===== config.mk =====
export PLATFORM = sky130hd
export DESIGN_NAME = conv_mac_engine
export DESIGN_NICKNAME = d
export VERILOG_FILES = /design/src/rtl/conv_mac_engine.sv
export SDC_FILE = /design/constraint.sdc
export NUM_CORES = 1
export LEC_CHECK = 0
export ABC_AREA = 1
export ABC_CLOCK_PERIOD_IN_PS = 9100
export BUFFER_PORTS_ARGS = -buffer_cell sky130_fd_sc_hd__buf_4
export CORE_UTILIZATION = 55
export CTS_BUF_LIST = sky130_fd_sc_hd__clkbuf_16
export DETAILED_ROUTE_END_ITERATION = 6
export GPL_TIMING_DRIVEN = 1
export PLACE_DENSITY = 0.76
export SLEW_MARGIN = 20
export SYNTH_ARGS = -nofsm -noshare
export SYNTH_HDL_FRONTEND = slang
export SYNTH_SLANG_ARGS = --single-unit

===== constraint.sdc =====
create_clock -name clk -period 9.1 [get_ports clk]
set_input_delay 0 -clock clk [delete_from_list [all_inputs] [get_ports clk]]
set_output_delay 0 -clock clk [all_outputs]
set_load 0.02 [all_outputs]

===== src/rtl/conv_mac_engine.sv =====
// Serial TAPS-element convolution MAC: kernel/window loaded by opcode, one tap per clock,
// signed/unsigned with optional saturation, result held on a valid/ready port.
module conv_mac_engine #(
  parameter int unsigned DW   = 8,
  parameter int unsigned TAPS = 9,
  parameter int unsigned OW   = 18
) (
  input  logic                 clk,
  input  logic                 rst,
  input  logic                 select,
  input  logic [1:0]           opcode,
  input  logic [TAPS*DW-1:0]   fromDataBus,
  input  logic                 signed_mode,
  input  logic                 sat_en,
  output logic                 cmd_accept,
  output logic                 busy,
  output logic                 out_valid,
  input  logic                 out_ready,
  output logic [OW-1:0]        toDataBus
);

  localparam int unsigned AW = 2*DW + $clog2(TAPS);
  localparam int unsigned IW = (TAPS > 1) ? $clog2(TAPS) : 1;

  localparam logic [1:0] OP_LOAD_KERNEL = 2'b01;
  localparam logic [1:0] OP_LOAD_WINDOW = 2'b10;
  localparam logic [1:0] OP_START       = 2'b11;

  typedef enum logic [1:0] {S_IDLE, S_MAC, S_DONE} state_t;

  state_t                   r_state,  w_state_nxt;
  logic [TAPS-1:0][DW-1:0]  r_kernel, w_kernel_nxt;
  logic [TAPS-1:0][DW-1:0]  r_window, w_window_nxt;
  logic [AW-1:0]            r_acc,    w_acc_nxt;
  logic [IW-1:0]            r_idx,    w_idx_nxt;
  logic                     r_signed, w_signed_nxt;
  logic                     r_sat,    w_sat_nxt;
  logic [OW-1:0]            r_out,    w_out_nxt;
  logic                     r_accept, w_accept_nxt;
  logic                     r_busy;
  logic                     r_valid;

  logic [DW-1:0]            w_kel, w_wel;
  logic [AW-1:0]            w_kx, w_wx, w_prod, w_sum;
  logic [OW-1:0]            w_fmt;
  logic                     w_cmd_ok;
  logic                     w_do_start;

  // Current tap product, operands extended to AW per the latched mode
  always_comb begin
    w_kel  = r_kernel[r_idx];
    w_wel  = r_window[r_idx];
    w_kx   = r_signed ? {{(AW-DW){w_kel[DW-1]}}, w_kel} : {{(AW-DW){1'b0}}, w_kel};
    w_wx   = r_signed ? {{(AW-DW){w_wel[DW-1]}}, w_wel} : {{(AW-DW){1'b0}}, w_wel};
    w_prod = w_kx * w_wx;
    w_sum  = r_acc + w_prod;
  end

  // Final-sum formatting into OW bits
  if (OW >= AW) begin : g_extend
    always_comb w_fmt = r_signed ? OW'($signed(w_sum)) : OW'(w_sum);
  end else begin : g_narrow
    always_comb begin
      w_fmt = w_sum[OW-1:0];
      if (r_sat) begin
        if (r_signed) begin
          // Overflow when the bits above the OW-bit sign position are not a pure sign extension
          if (w_sum[AW-1:OW-1] != {(AW-OW+1){w_sum[AW-1]}}) begin
            w_fmt = w_sum[AW-1] ? {1'b1, {(OW-1){1'b0}}} : {1'b0, {(OW-1){1'b1}}};
          end
        end else if (|w_sum[AW-1:OW]) begin
          w_fmt = '1;
        end
      end
    end
  end

  // Next-state and register-update logic
  always_comb begin
    w_state_nxt  = r_state;
    w_kernel_nxt = r_kernel;
    w_window_nxt = r_window;
    w_acc_nxt    = r_acc;
    w_idx_nxt    = r_idx;
    w_signed_nxt = r_signed;
    w_sat_nxt    = r_sat;
    w_out_nxt    = r_out;
    w_accept_nxt = 1'b0;
    w_do_start   = 1'b0;
    w_cmd_ok     = select && (r_state != S_MAC);

    if (w_cmd_ok && (opcode == OP_LOAD_KERNEL)) begin
      w_kernel_nxt = fromDataBus;
      w_accept_nxt = 1'b1;
    end
    if (w_cmd_ok && (opcode == OP_LOAD_WINDOW)) begin
      w_window_nxt = fromDataBus;
      w_accept_nxt = 1'b1;
    end
    if (w_cmd_ok && (opcode == OP_START) && ((r_state == S_IDLE) || out_ready)) begin
      w_do_start = 1'b1;
    end

    case (r_state)
      S_IDLE: ;
      S_MAC: begin
        w_acc_nxt = w_sum;
        w_idx_nxt = r_idx + IW'(1);
        if (r_idx == IW'(TAPS-1)) begin
          w_out_nxt   = w_fmt;
          w_state_nxt = S_DONE;
        end
      end
      S_DONE: begin
        if (out_ready) w_state_nxt = S_IDLE;
      end
      default: w_state_nxt = S_IDLE;
    endcase

    if (w_do_start) begin
      w_acc_nxt    = '0;
      w_idx_nxt    = '0;
      w_signed_nxt = signed_mode;
      w_sat_nxt    = sat_en;
      w_accept_nxt = 1'b1;
      w_state_nxt  = S_MAC;
    end
  end

  always_ff @(posedge clk or posedge rst) begin
    if (rst) begin
      r_state  <= S_IDLE;
      r_kernel <= '0;
      r_window <= '0;
      r_acc    <= '0;
      r_idx    <= '0;
      r_signed <= 1'b0;
      r_sat    <= 1'b0;
      r_out    <= '0;
      r_accept <= 1'b0;
      r_busy   <= 1'b0;
      r_valid  <= 1'b0;
    end else begin
      r_state  <= w_state_nxt;
      r_kernel <= w_kernel_nxt;
      r_window <= w_window_nxt;
      r_acc    <= w_acc_nxt;
      r_idx    <= w_idx_nxt;
      r_signed <= w_signed_nxt;
      r_sat    <= w_sat_nxt;
      r_out    <= w_out_nxt;
      r_accept <= w_accept_nxt;
      r_busy   <= (w_state_nxt == S_MAC);
      r_valid  <= (w_state_nxt == S_DONE);
    end
  end

  assign cmd_accept = r_accept;
  assign busy       = r_busy;
  assign out_valid  = r_valid;
  assign toDataBus  = r_out;

endmodule


==> metrics, run 1 <==
Seq/Total Area, Yosys 0.3279; Startpoint Class flop; DP Wirelength around 27000 um; fin crit period 8.686 ns; final setup fails 0; Critical Path AT ~9 ns; Hold WC Path Type input port to flop; status finished, final reports clean; nets about 2300; fraction of the cycle the final worst path needs 0.9546; Worst-Margin Slew 0.9088 ns; pin count of the biggest net entering global routing about 130; placed insts between 2000 and 2500; # diodes 0; CTS H-tree lvls 4; Fmax approximately 120 MHz; Netlist cell types 42; Synth-to-Final Area Change 17.51%; DR pass1 iterations 5; vias in the first global route around 13000; Critical Path Most Common Cell inv_1; fin. max-slew vios 0; layout cells sized above 1 0.1092; TritonCTS Sinks between 150 and 200; total track usage 0.2910; Total Wirelength approximately 38000 um; DP Worst Slack ~0.29 ns; fin worst setup slack about 0.41 ns; reg2reg end toDataBus[14]$_DFFE_PP0P_; CP Capture Type flop; Non-Filler Instances 2341; # IOs 101; RePlAce Congestion 0.9493; Area contributors post-synth dfrtp_1 (33%), fa_1 (17%), nand2_1 (10%); post-detailed-route count of antenna-violating nets 0; hold path depth 4; vias roughly 13000; Max clock buf depth 2; slowest cell on the critical path fa_1; async set or reset register ratio after synthesis 1.000; first-pass GRT wire length between 60000 and 70000 um; Clk Latency, worst-skew pair around 0.45 ns; Critical Path RT roughly 9.4 ns; Main synth FF type dfrtp_1; reg2reg path depth 37; Root Buffer clkbuf_16; Final Hold Vio Count 0; routed wire length per instance ~16 um; Seq cells post-synth roughly 190; Placed Area approximately 16000 sq um; Slew headroom 0.3941; WS Path Type flop to flop; die span in y about 170 um; number of buffers created by CTS 17; Port Buffers 100; number of remaining DRC errors 0; initial antenna violation count 0; die area approximately 27000 sq um; CTS tree yes; Hold Startpoint opcode[1]; hold_ws 0.01334 ns; CP max FO 30; yosys warns 0; synthesized area 14730 sq um; row count between 50 and 60; Mapped Avg Cell Area around 8.0 sq um; reg2reg start r_idx[0]$_DFFE_PP0P_; post-route cell area between 15000 and 20000 sq um; Post-synth EDFFs 0; vias per std cell between 5 and 6; Synth top area share 0.3279; Post-Syn Instances approximately 1800; Reg clk slew, reported paths approximately 0.08 ns; Yosys top cell by area dfrtp_1; Post-Syn Nets approximately 2100; CP peak stage delay 0.63 ns; Die Span X roughly 170 um; Initial Util 0.5636; Core ar. around 26000 sq um; Congestion Overflow GR 0; clk_skew between 0.01 and 0.015 ns; R2R Setup Slk between 0.4 and 0.5 ns; max_cap viols 0; hold endpoint r_kernel[63]$_DFFE_PP0P_; DRT iter0 DRCs 1162
## routing by layer
layer / part of all wire / global-route usage / vias to the layer above
met5: 0 / 0 / -
met4: 0.027 / 0.09549 / 0
met2: 0.48 / 0.4849 / 459
met3: 0.061 / 0.03919 / 83
li1: - / - / 5980
met1: 0.43 / 0.3953 / 6245
## cells in the mapped netlist (3+ instances only)
library cell  count
a21oi_1          36
a21oi_2          10
a22o_1            3
buf_1             3
buf_2             5
buf_4             4
buf_6             3
clkbuf_1         58
dfrtp_1         193
fa_1            126
ha_1             77
inv_1           386
inv_2             7
nand2_1         397
nand2_2           7
nand2_4           4
nand3_1          31
nand3_2           4
nand4_1          16
nor2_1          119
o211ai_1         10
o21ai_0         248
o21ai_1          12
o221ai_1         17
o22ai_1          13
or2_2             7
xnor2_1           6
xor2_1           18
## cell usage in the layout, fill, tap and decap left out, types with 18 or more instances in the layout
master	instances
inv_1	383
dlygate4sd3_1	78
ha_1	77
nor2_1	118
nand3_1	30
buf_4	123
nand2_1	393
fa_1	126
o21ai_0	248
dfrtp_1	192
a21oi_1	36
xor2_1	18
## layout make-up
cell class              instances  area [sq um]
flip-flops and latches        193          4831
clock inverters                15         198.9
well taps                     335         419.2
fillers                      2140          8826
repair buffers                207          1778
multi-input cells            1178          8145
clock buffers                  17         425.4
inverters                     396          1509
## how the worst max path moves through the flow
stage | from | endpoint | slack (ns) | cells after the start
after global placement | r_idx[0]$_DFFE_PP0P_ | toDataBus[5]$_DFFE_PP0P_ | 0.44 | 35
final | r_idx[0]$_DFFE_PP0P_ | toDataBus[14]$_DFFE_PP0P_ | 0.41 | 37
after detailed placement | r_idx[0]$_DFFE_PP0P_ | toDataBus[4]$_DFFE_PP0P_ | 0.29 | 35
after floorplan | r_idx[0]$_DFFE_PP0P_ | toDataBus[7]$_DFFE_PP0P_ | 0.62 | 35
after global routing | r_idx[0]$_DFFE_PP0P_ | toDataBus[0]$_DFFE_PP0P_ | -0.07 | 37
after CTS | r_idx[0]$_DFFE_PP0P_ | toDataBus[4]$_DFFE_PP0P_ | 0.26 | 35
## worst max-delay path, delay by kind of cell (launching register included)
kind            cells  cell delay (ns)
fa+ha+maj           9             4.20
simple gates       11             1.73
buf+inv            11             1.17
compound gates      6             0.99
flops               1             0.46
## state kept, by name, indices dropped and copies added (netlist names)
signal      flops
r_kernel       72
r_window       72
r_acc          20
toDataBus      18
r_idx           4
r_state         2
busy            1
cmd_accept      1
out_valid       1
r_sat           1
r_signed        1
## what timing repair did
action / in CTS / in global routing
buffers inserted: 0 / 7
hold buffers: 78 / 0
endpoints found under the hold margin: 277 / 0
endpoints found under the setup margin: 0 / 18
resized for setup: 0 / 20
## per-stage QoR
stage	TNS (ns)	utilization
6_report	0	0.6623
3_5_place_dp	0	0.6041
5_1_grt	-0.1026	0.6623
2_1_floorplan	0	-
4_1_cts	0	0.6579
3_3_place_gp	0	0.6041
## cells by family after synthesis
family,synth area share
fa+ha+maj,0.2367
xor+xnor,0.01427
compound gates,0.1360
buf+inv,0.1227
simple gates,0.1624
flops,0.3279
Power of run 1 is not shown: default switching activity piles up to over one toggle a cycle in this logic, so the estimate is an artifact.
==> run 2, diff against run 1 <==
--- a/config.mk
+++ b/config.mk
@@ -13,6 +13,7 @@
 export DETAILED_ROUTE_END_ITERATION = 6
 export GPL_TIMING_DRIVEN = 1
 export PLACE_DENSITY = 0.76
+export REMOVE_ABC_BUFFERS = 1
 export SLEW_MARGIN = 20
 export SYNTH_ARGS = -nofsm -noshare
 export SYNTH_HDL_FRONTEND = slang
==> metrics, run 2 (synthesis gave the netlist of run 1 again) <==
number of buffers created by CTS 17; WS Path Type flop to flop; RSZ-0062 raised after global routing false; Slew headroom 0.2877; fin. max-slew vios 0; # diodes 0; Non-Filler Instances between 2000 and 2500; reg2reg path depth 36; commonest non-fill, non-tap cells in the layout nand2_1 (392), inv_1 (383), o21ai_0 (248); Fmax 116.8 MHz; Initial Util 0.5636; initial antenna violation count 0; DRT iter0 DRCs 1057; Die Span X between 150 and 200 um; CTS H-tree lvls 4; Hold Startpoint opcode[0]; number of remaining DRC errors 0; nets 2269; placed insts 2221; status finished, final reports clean; Layout fillers ~2100; reg2reg start r_idx[0]$_DFFE_PP0P_; layout cells sized above 1 0.1056; Port Buffers 100; Largest regs r_kernel: 72 flops, r_window: 72 flops, r_acc: 20 flops; Max clock buf depth 2; pin count of the biggest net entering global routing roughly 130; fin crit period ~8.6 ns; post-detailed-route count of antenna-violating nets 0; TritonCTS Sinks ~190; Root Buffer clkbuf_16; CTS tree yes; fraction of the cycle the final worst path needs 0.9409; register area 4831 sq um; # IOs between 100 and 150; CP peak stage delay between 0.6 and 0.7 ns; hold path depth 3; slowest cell on the critical path fa_1; Synth-to-Final Area Change 17.15%; clk_skew between 0.02 and 0.025 ns; R2R Setup Slk about 0.54 ns; DP Wirelength approximately 27000 um; most common cell after layout, fill and taps aside nand2_1; vias in the first global route ~13000; max_cap viols 0; DR pass1 iterations 5; Critical Path RT 9.44 ns; Core ar. approximately 26000 sq um; Placed Area roughly 16000 sq um; CP Capture Type flop; Startpoint Class flop; die area between 20000 and 30000 sq um; Worst-Margin Slew 1.068 ns; first-pass GRT wire length 62690 um; Hold WC Path Type input port to flop; Reg clk slew, reported paths approximately 0.09 ns; hold endpoint r_kernel[3]$_DFFE_PP0P_; Congestion Overflow GR 0; final setup fails 0; Final Hold Vio Count 0; Clk Latency, worst-skew pair 0.46 ns; reg2reg end toDataBus[2]$_DFFE_PP0P_; CP max FO slightly below 70; vias 12604; routed wire length per instance 15.97 um; Critical Path AT a little under 9 ns; multi-input logic area around 8100 sq um; vias per std cell around 5.4; Total Wirelength about 37000 um; total track usage 0.2842; RePlAce Congestion ~0.9; post-route cell area 17250 sq um; row count 59; die span in y approximately 170 um
-- run 2: worst max path at each step --
stage                                    start                   endpoint  slack [ns]  cells after the start
after global placement    r_idx[0]$_DFFE_PP0P_   toDataBus[4]$_DFFE_PP0P_        0.46                     39
after detailed placement  r_idx[0]$_DFFE_PP0P_   toDataBus[4]$_DFFE_PP0P_        0.34                     39
after floorplan           r_idx[0]$_DFFE_PP0P_  toDataBus[10]$_DFFE_PP0P_       -0.18                     36
final                     r_idx[0]$_DFFE_PP0P_   toDataBus[2]$_DFFE_PP0P_        0.54                     36
after global routing      r_idx[1]$_DFFE_PP0P_  toDataBus[14]$_DFFE_PP0P_        0.02                     44
after CTS                 r_idx[0]$_DFFE_PP0P_   toDataBus[4]$_DFFE_PP0P_        0.33                     39
-- run 2: cell type report --
type,instances,share of cell area
clock buffer,17,0.02466
clock inverter,15,0.01327
inverter,396,0.08731
multi-input combinational,1178,0.4717
sequential,193,0.2800
tap,335,0.02429
timing repair buffer,200,0.09877
-- run 2: per-stage QoR --
stage,hold WS (ns),setup WS [ns],TNS [ns],util
after floorplan,0.1096,-0.1753,-2.299,-
after global placement,0.2105,0.4563,0,0.6033
after detailed placement,0.2160,0.3429,0,0.6033
after CTS,0.05064,0.3333,0,0.6575
after global routing,0.08001,0.02288,0,0.6603
final,0.05939,0.5380,0,0.6603
-- run 2: critical path, delay by kind of cell (launching register included) --
kind	cells	cell delay, ns
and+or+nand+nor	12	1.61
buffers and inverters	10	1.27
DFF	1	0.44
adders and majority gates	9	4.37
AOI/OAI and AO/OA	5	0.74
-- run 2: what timing repair did --
action	in CTS	in global routing
hold endpoints to repair	272	0
endpoints found under the setup margin	0	17
setup buffers	0	5
resized for setup	0	10
hold buffers	76	0
-- run 2: layer usage --
metal  global-route usage  vias up  part of all wire
met4               0.1121        0             0.031
met1               0.3676     6132              0.42
met2               0.4901      418              0.49
li1                     -     5973                 -
met3              0.03321       81             0.050
met5                    0        -                 0
Power of run 2 is left out for the same reason.
